### src/rtl/globals.sv
// Shared definitions for the weight path: tile geometry, RAM read latency,
// row type, tile feeder FSM states and the replay sideband record.
package globals;

  localparam int SZI               = 8;
  localparam int SZJ               = 8;
  localparam int ELM_W             = 8;
  localparam int TILEBUF_RDLATENCY = 2;

  typedef logic [SZJ*ELM_W-1:0] Bjvec;

  typedef enum logic {
    IDLE = 1'b0,
    READ = 1'b1
  } TileFeederState;

  // Per-row information travelling alongside the RAM read pipeline.
  typedef struct packed {
    logic valid;
    logic first;
    logic last_elm;
    logic end_row;
  } row_info_t;

endpackage

### src/rtl/tile_ram.sv
// Simple dual-port tile RAM: one write port, one read port whose data
// emerges RD_LATENCY cycles after the address. Storage is not reset.
module tile_ram #(
  parameter int DEPTH      = 32,
  parameter int AW         = 5,
  parameter int DW         = 64,
  parameter int RD_LATENCY = 2
) (
  input  logic          clk,
  input  logic          we,
  input  logic [AW-1:0] waddr,
  input  logic [DW-1:0] wdata,
  input  logic          re,
  input  logic [AW-1:0] raddr,
  output logic [DW-1:0] rdata
);

  logic [DW-1:0] mem  [DEPTH];
  logic [DW-1:0] pipe [RD_LATENCY];

  // Write port.
  always_ff @(posedge clk) begin
    if (we) mem[waddr] <= wdata;
  end

  // Registered read followed by RD_LATENCY-1 delay stages.
  always_ff @(posedge clk) begin
    if (re) pipe[0] <= mem[raddr];
    for (int unsigned i = 1; i < RD_LATENCY; i++) pipe[i] <= pipe[i-1];
  end

  assign rdata = pipe[RD_LATENCY-1];

endmodule

### src/rtl/weight_tile_feeder.sv
// Tile-granular weight buffer feeding the arith weight port. Holds up to
// NUM_TILES complete tiles and replays one tile of SZI rows per rdreq.
// Optional sticky protocol error output: WEIGHT_TILE_FEEDER_ERR_CHECK_EN.
module weight_tile_feeder #(
  parameter int SZI        = globals::SZI,
  parameter int SZJ        = globals::SZJ,
  parameter int ELM_W      = globals::ELM_W,
  parameter int NUM_TILES  = 4,
  parameter int RD_LATENCY = globals::TILEBUF_RDLATENCY
) (
  input  logic                 clk,
  input  logic                 reset,
  input  logic                 wr_valid,
  input  logic [SZJ*ELM_W-1:0] wr_data,
  input  logic                 wr_layer_last,
  output logic                 wr_ready,
  input  logic                 rdreq,
  output logic                 rdready,
  output logic                 half_full,
  output logic [SZJ*ELM_W-1:0] q_value,
  output logic                 q_valid,
  output logic                 q_new_tile_k,
  output logic                 q_last_elm
`ifdef WEIGHT_TILE_FEEDER_ERR_CHECK_EN
  ,
  output logic                 err
`endif
);

  import globals::*;

  localparam int TW = $clog2(NUM_TILES);
  localparam int RW = $clog2(SZI);
  localparam int CW = TW + 1;
  localparam int AW = TW + RW;
  localparam int DW = SZJ * ELM_W;

  logic [RW-1:0]        wr_row;
  logic [TW-1:0]        wr_tile;
  logic [NUM_TILES-1:0] last_flag;
  logic [CW-1:0]        occ;
  logic [CW-1:0]        avail;

  TileFeederState       state, state_nxt;
  logic [RW-1:0]        rd_row, rd_row_nxt;
  logic [TW-1:0]        rd_tile, rd_tile_nxt;

  logic                 wr_fire, wr_done;
  logic                 rd_accept, rd_issue, rd_end, out_done;
  row_info_t            info_in;
  row_info_t            info_pipe [RD_LATENCY];
  logic [DW-1:0]        ram_q;

  assign wr_ready  = (occ != CW'(NUM_TILES));
  assign half_full = (occ >= CW'(NUM_TILES/2));
  assign wr_fire   = wr_valid & wr_ready;
  assign wr_done   = wr_fire & (wr_row == RW'(SZI-1));

  // Write row/tile pointers and per-tile layer-last flags.
  always_ff @(posedge clk) begin
    if (reset) begin
      wr_row    <= '0;
      wr_tile   <= '0;
      last_flag <= '0;
    end else if (wr_fire) begin
      wr_row <= wr_row + RW'(1);
      if (wr_row == RW'(SZI-1)) begin
        last_flag[wr_tile] <= wr_layer_last;
        wr_tile            <= wr_tile + TW'(1);
      end
    end
  end

  // Tile occupancy (freed only once the final row has left the pipeline)
  // and availability (tiles complete but not yet started).
  always_ff @(posedge clk) begin
    if (reset) begin
      occ   <= '0;
      avail <= '0;
    end else begin
      occ   <= occ + CW'(wr_done) - CW'(out_done);
      avail <= avail + CW'(wr_done) - CW'(rd_accept);
    end
  end

  // Read FSM state and read pointers.
  always_ff @(posedge clk) begin
    if (reset) begin
      state   <= IDLE;
      rd_row  <= '0;
      rd_tile <= '0;
    end else begin
      state   <= state_nxt;
      rd_row  <= rd_row_nxt;
      rd_tile <= rd_tile_nxt;
    end
  end

  // Read FSM next state, address issue and sideband generation.
  always_comb begin
    state_nxt   = state;
    rd_row_nxt  = rd_row;
    rd_tile_nxt = rd_tile;
    rdready     = 1'b0;
    rd_accept   = 1'b0;
    rd_issue    = 1'b0;
    rd_end      = 1'b0;
    case (state)
      IDLE: begin
        rdready = (avail != '0);
        if (rdready && rdreq) begin
          rd_accept  = 1'b1;
          rd_row_nxt = '0;
          state_nxt  = READ;
        end
      end
      READ: begin
        rd_issue   = 1'b1;
        rd_end     = (rd_row == RW'(SZI-1));
        rd_row_nxt = rd_row + RW'(1);
        if (rd_end) begin
          rd_tile_nxt = rd_tile + TW'(1);
          state_nxt   = IDLE;
        end
      end
      default: state_nxt = IDLE;
    endcase
    info_in.valid    = rd_issue;
    info_in.first    = rd_issue & (rd_row == '0);
    info_in.last_elm = rd_end & last_flag[rd_tile];
    info_in.end_row  = rd_end;
  end

  // Sideband pipeline matched to the RAM read latency.
  always_ff @(posedge clk) begin
    if (reset) begin
      for (int unsigned i = 0; i < RD_LATENCY; i++) info_pipe[i] <= '0;
    end else begin
      info_pipe[0] <= info_in;
      for (int unsigned i = 1; i < RD_LATENCY; i++) info_pipe[i] <= info_pipe[i-1];
    end
  end

  tile_ram #(
    .DEPTH      (NUM_TILES * SZI),
    .AW         (AW),
    .DW         (DW),
    .RD_LATENCY (RD_LATENCY)
  ) u_tile_ram (
    .clk   (clk),
    .we    (wr_fire),
    .waddr ({wr_tile, wr_row}),
    .wdata (wr_data),
    .re    (rd_issue),
    .raddr ({rd_tile, rd_row}),
    .rdata (ram_q)
  );

  assign q_valid      = info_pipe[RD_LATENCY-1].valid;
  assign q_new_tile_k = info_pipe[RD_LATENCY-1].first;
  assign q_last_elm   = info_pipe[RD_LATENCY-1].last_elm;
  assign q_value      = q_valid ? ram_q : '0;
  assign out_done     = q_valid & info_pipe[RD_LATENCY-1].end_row;

`ifdef WEIGHT_TILE_FEEDER_ERR_CHECK_EN
  // Sticky protocol error: read request while not ready or write while full.
  always_ff @(posedge clk) begin
    if (reset) err <= 1'b0;
    else if ((rdreq & ~rdready) | (wr_valid & ~wr_ready)) err <= 1'b1;
  end
`endif

endmodule

### config.mk
export PLATFORM = sky130hd
export DESIGN_NAME = weight_tile_feeder
export DESIGN_NICKNAME = d
export VERILOG_FILES = /design/src/rtl/globals.sv /design/src/rtl/tile_ram.sv /design/src/rtl/weight_tile_feeder.sv
export SDC_FILE = /design/constraint.sdc
export NUM_CORES = 2
export LEC_CHECK = 0
export CAP_MARGIN = 20
export CORE_MARGIN = 5
export CORE_UTILIZATION = 39
export CTS_BUF_LIST = sky130_fd_sc_hd__clkbuf_2 sky130_fd_sc_hd__clkbuf_4 sky130_fd_sc_hd__clkbuf_8
export DETAILED_ROUTE_END_ITERATION = 8
export PLACE_DENSITY = 0.62
export SLEW_MARGIN = 15
export SYNTH_ARGS = -nofsm -noshare
export SYNTH_HDL_FRONTEND = slang
export SYNTH_HIERARCHICAL = 1
export SYNTH_SLANG_ARGS = --single-unit
### constraint.sdc
create_clock -name clk -period 11.4 [get_ports clk]
set_clock_uncertainty 0.15 [all_clocks]
set_input_delay 1.14 -clock clk [delete_from_list [all_inputs] [get_ports clk]]
set_output_delay 1.14 -clock clk [all_outputs]
set_load 0.05 [all_outputs]
### Word-level counts from Yosys, hierarchy flattened

Memories as Yosys holds them, arrays and structs flattened.
Index checks and enable logic that the tools add are counted.

* flip-flop bits (word level): 21
* input port bits: 69
* word-level logic and storage cells: 65
* memories: 3
* memory bits (writable): 2184
* output and inout bits: 70

* $lt $le $gt $ge: 4
* add/sub/neg operators: 8
* bitwise gates (word level): 8
* equal/unequal tests: 4
* reductions and logical operators: 6
* muxes and demuxes: 24

Memory list
* u_tile_ram.mem: words 32, bits a word 64, rd ports 1, clocked after Yosys merged registers in 0, write ports 1, RTL line tile_ram.sv:18 `logic [DW-1:0] mem [DEPTH];`
* u_tile_ram.pipe: words 2, bits a word 64, rd ports 2, clocked after Yosys merged registers in 0, write ports 2, RTL line tile_ram.sv:19 `logic [DW-1:0] pipe [RD_LATENCY];`
* info_pipe: words 2, bits a word 4, rd ports 2, clocked after Yosys merged registers in 0, write ports 2, RTL line weight_tile_feeder.sv:51 `row_info_t info_pipe [RD_LATENCY];`

Operator list (count)
* 64-bit 2-to-1 mux: 1
* 1-bit 2-to-1 mux: 15
* 4-bit 2-to-1 mux: 2
* 3-bit by 1-bit adder with 3-bit output: 2
* 3-bit by 1-bit adder with 3-bit output, second input constant: 2
* 3-bit == test, second input constant: 2
* 2-bit by 3-bit < comparator with 1-bit output, second input constant: 2
* 3-bit one-hot mux with 2 select lines: 1
* 3-bit by 1-bit subtractor with 3-bit output: 2
* 1-bit AND: 5
* 2-bit by 1-bit adder with 2-bit output, second input constant: 2
* 4-bit bitwise mux: 1
* 2-bit AND reduction: 2
* 3-bit by 2-bit >= comparator with 1-bit output, second input constant: 1
* 3-bit logical NOT: 1
* 3-bit 2-to-1 mux: 1
* 3-bit inequality test, second input constant: 1
* 3-bit nonzero test: 1
* 1-bit binary-select mux with 2-bit select: 1
* 1-bit demux with 2-bit select: 1
* 2-bit by 1-bit >= comparator with 1-bit output, second input constant: 1
* 1-bit logical AND: 2
* 2-bit inequality test, second input constant: 1
* 1-bit bitwise OR: 2
* 2 further kinds: 2

### Depth between registers and ports, before layout

* depth in word-level cells: 5
* gate-level depth with buffers: 10
* depth with buffers taken out: 10

### Modules after synthesis

Netlist, hierarchy kept.

By module, submodules not included
* tile_ram: sequential area each 64702.1 sq um, instances 1, area an instance 81349.3 sq um, cells an instance 3238
* weight_tile_feeder: sequential area each 580.6 sq um, instances 1, area an instance 1761.7 sq um, cells an instance 202

### Least setup slack after synthesis

No wires, ideal clock.

* path type: input to register
* start: in wr_valid
* end: mem u_tile_ram.mem[12][0] (enable)
* stages on the path: 5
* required time: 10.763 ns
* setup slack: 5.847 ns
* buffers on the path: 2
* data arrival time: 4.916 ns
* library setup time: 0.487 ns
* path through: buf_1 -> and2_2 -> or3b_2 -> clkbuf_1 -> nor2_1

* cells in the longest elaborated chain, start to end: 3

Ends and longest elaborated chain
* start, declared: RTL line weight_tile_feeder.sv:13 `input logic wr_valid,`
* 1-bit AND: RTL line weight_tile_feeder.sv:56 `assign wr_fire = wr_valid & wr_ready;`
* via wr_fire: RTL line weight_tile_feeder.sv:48 `logic wr_fire, wr_done;`
* 1-bit 2-to-1 mux: RTL line tile_ram.sv:23 `if (we) mem[waddr] <= wdata;`
* 1-bit 2-to-1 mux (implied by the code): RTL line tile_ram.sv:23
* end, declared: RTL line tile_ram.sv:18

The timed path passes the listed nets, and every way through them passes these cells.

==> metrics.txt <==
CTS tree done; num ports 139; router iterations before antenna repair 5; Switch Pwr between 4000 and 5000 uW; outcome complete, no violations; DIE WIDTH 472 um; CP endpoint kind flop; Synth top area share 0.763; Highest Clock Rate 0.216 GHz; setup tns final 0 ns; area of the multi-input gates around 17000 um^2; distinct cell type count after synthesis 46; Placed Area about 88000 um^2; Synth Register Bits 2205; die height between 400 and 500 um; sequential standard cell area 65300 um^2; Top Usage Layer GRT met2; Mapped Avg Cell Area roughly 24 um^2; GR Util met1 0.257; Critical-path top delay cell dfxtp_4; Post-CTS Hold Fix Bufs 0; Internal Pwr Total 13900 uW; Slew headroom 0.212; DR vias roughly 38000; Rows 169; initial antenna violation count 32; Primary FF master, synth edfxtp_1; clk slew on worst S/H paths 0.06 ns; clock power share 0.376; final estimated routing congestion in global placement 0.730; DP HPWL 108 mm; post-synthesis net count 3525; fin crit share 0.406; critical path fanouts, max between 40 and 50; core footprint 212000 um^2; clk_lat worst skew 1.06 ns; Port Buf Inserts 138; Hold/Removal Path Class flop to flop; die area 222000 um^2; Post-CTS Setup Bufs 0; Worst EP arrival 5.26 ns; WL/cell just under 30 um; final wirelength 201 mm; Bufs on Longest Clock Path 4; Max Cap Viol 0; YS warnings 6; Switching Fraction 0.233; worst vdd ir 0.127 mV; Area Growth Syn to Fin 14.3%; filler cell count 17500; non-filler instance count after layout 6903; largest net degree at the start of global routing 118; Crit Path Class flop to flop; placed cell count ~6300; total grt overflow 0; DRC errors left 0; Fin. Hold Viols 0; RSZ-0062 raised after global routing false; commonest non-fill, non-tap cell in the layout edfxtp_1; Non-Filler Cell Area, Final 95000 um^2; Initial Util 0.392; mapped cell area 83100 um^2; Num CTS Buffers 364; Final Net Count 3902; largest area contributor in the netlist edfxtp_1; # H-tree levels 5; M3 GR Usage 0.0447; Async S/R FF share, synth 0; wire length of the first global-routing pass 288 mm; CP startpoint kind flop; Slew @ Worst Pin between 1 and 1.5 ns; power per cell area 190 nW/um^2; Critical Path RT 12.03 ns; M2 GR Usage 0.280; vias in the first global route 39300; Seq pwr share 0.510; Area contributors post-synth edfxtp_1 (76%), mux4_2 (16%), dfxtp_1 (2.2%); DRT iter0 DRCs 3986; Final setup viols 0; drt via density 5.51; post-synthesis sequential area ratio 0.785; post-cts resize count 0; commonest cells after routing, fill and taps aside edfxtp_1 (2112), mux4_2 (595), clkbuf_8 (383); Comb power frac 0.114; CTS root buf clkbuf_8; All-Layer GR Usage 0.180; synthesized instance count between 3000 and 4000; ratio of cells with drive above 1 in the final layout 0.350; min Tclk post-route 4.63 ns; ANT nets after route 0; clock sink total 2205; crit-path max cell delay about 0.95 ns; leakage 0.0289 uW; Post-synth EDFFs 2112; Slew Viols, Final 0; CP Cell Sequence buf_4 > buf_4 > mux4_2 > mux4_2 > mux2_2
## per-layer routing
layer,vias to the layer above,routed length (um)
li1,15400,-
met1,20700,84700
met2,1633,95000
met3,277,17500
met4,12,3600
met5,-,65
## area by class of cell
cell class                      instances  share of cell area
Clock inverter                        111             0.00855
Inverter                               15            0.000606
Sequential cell                      2205               0.687
Timing Repair Buffer                  245              0.0239
Tap cell                             2821              0.0372
Multi-Input combinational cell        986               0.176
Antenna cell                            6            0.000158
Clock buffer                          514              0.0658
## sequential cells by signal, indices dropped and copies added, names as in the netlist
register and count:
occ 3, wr_row 3, u_tile_ram/pipe 128, last_flag 4, info_pipe 8, rd_row 3
state 1, u_tile_ram/mem 2048, rd_tile 2, avail 3, wr_tile 2
## Yosys cell counts, types with 4 or more instances
library cell,count
edfxtp_1,2112
mux4_2,595
dfxtp_1,93
mux2_2,79
clkbuf_1,73
and2_1,71
buf_4,71
buf_2,63
mux2i_1,51
nor2_1,50
buf_1,22
a221oi_1,17
inv_1,15
ha_1,14
o22ai_1,14
nand2_1,12
nor2b_1,11
o21ai_0,10
buf_6,5
nand3b_1,5
nand2b_1,4
nand3_1,4
o31a_1,4
## cells by family (layout without fill, tap and decap cells)
logic type,count (synthesis),in the layout,synth area share
DFF,2205,2205,0.785
xor gates and xnor gates,5,5,0.000527
adders and majority gates,16,16,0.00259
muxes,726,726,0.178
AOI/OAI and AO/OA,67,67,0.00596
other,0,6,0
and+or+nand+nor,172,172,0.0113
buffers and inverters,249,885,0.0159
## worst max-delay path, delay by kind of cell, from the launching register on
| family | cells | cell delay (ns) |
|---|---|---|
| DFF | 1 | 0.95 |
| muxes | 3 | 1.43 |
| buffers and inverters | 2 | 1.61 |
## through the flow
step | power (uW) | hold slack [ns] | setup WS (ns) | utilization
2_1_floorplan | 10900 | 0.173 | 5.85 | -
3_3_place_gp | 11500 | 0.179 | 6.01 | 0.414
3_5_place_dp | 11500 | 0.178 | 6.02 | 0.414
4_1_cts | 18300 | 0.158 | 6.47 | 0.448
5_1_grt | 18800 | 0.173 | 6.36 | 0.448
6_report | 18100 | 0.169 | 6.77 | 0.448
## path summary, 6_finish.rpt
check | startpoint | endpoint | slack, ns | cells past startpoint
max | rd_row[0] | u_tile_ram/pipe[0][40] | 6.77 | 5
min | u_tile_ram/pipe[0][59] | u_tile_ram/pipe[0][123] | 0.17 | 0
max reg2reg | rd_row[0] | u_tile_ram/pipe[0][40] | 6.77 | 5
min reg2reg | u_tile_ram/pipe[0][59] | u_tile_ram/pipe[0][123] | 0.17 | 0
## power groups by stage
stage               sequential, uW  combinational (uW)  clock, uW
floorplan                     9320                1560          0
global placement              9410                2090          0
detailed placement            9410                2100          0
CTS                           9240                2110       6950
global route                  9250                2210       7350
finish                        9230                2060       6790
Note: power is estimated with default switching activity, not from simulation.
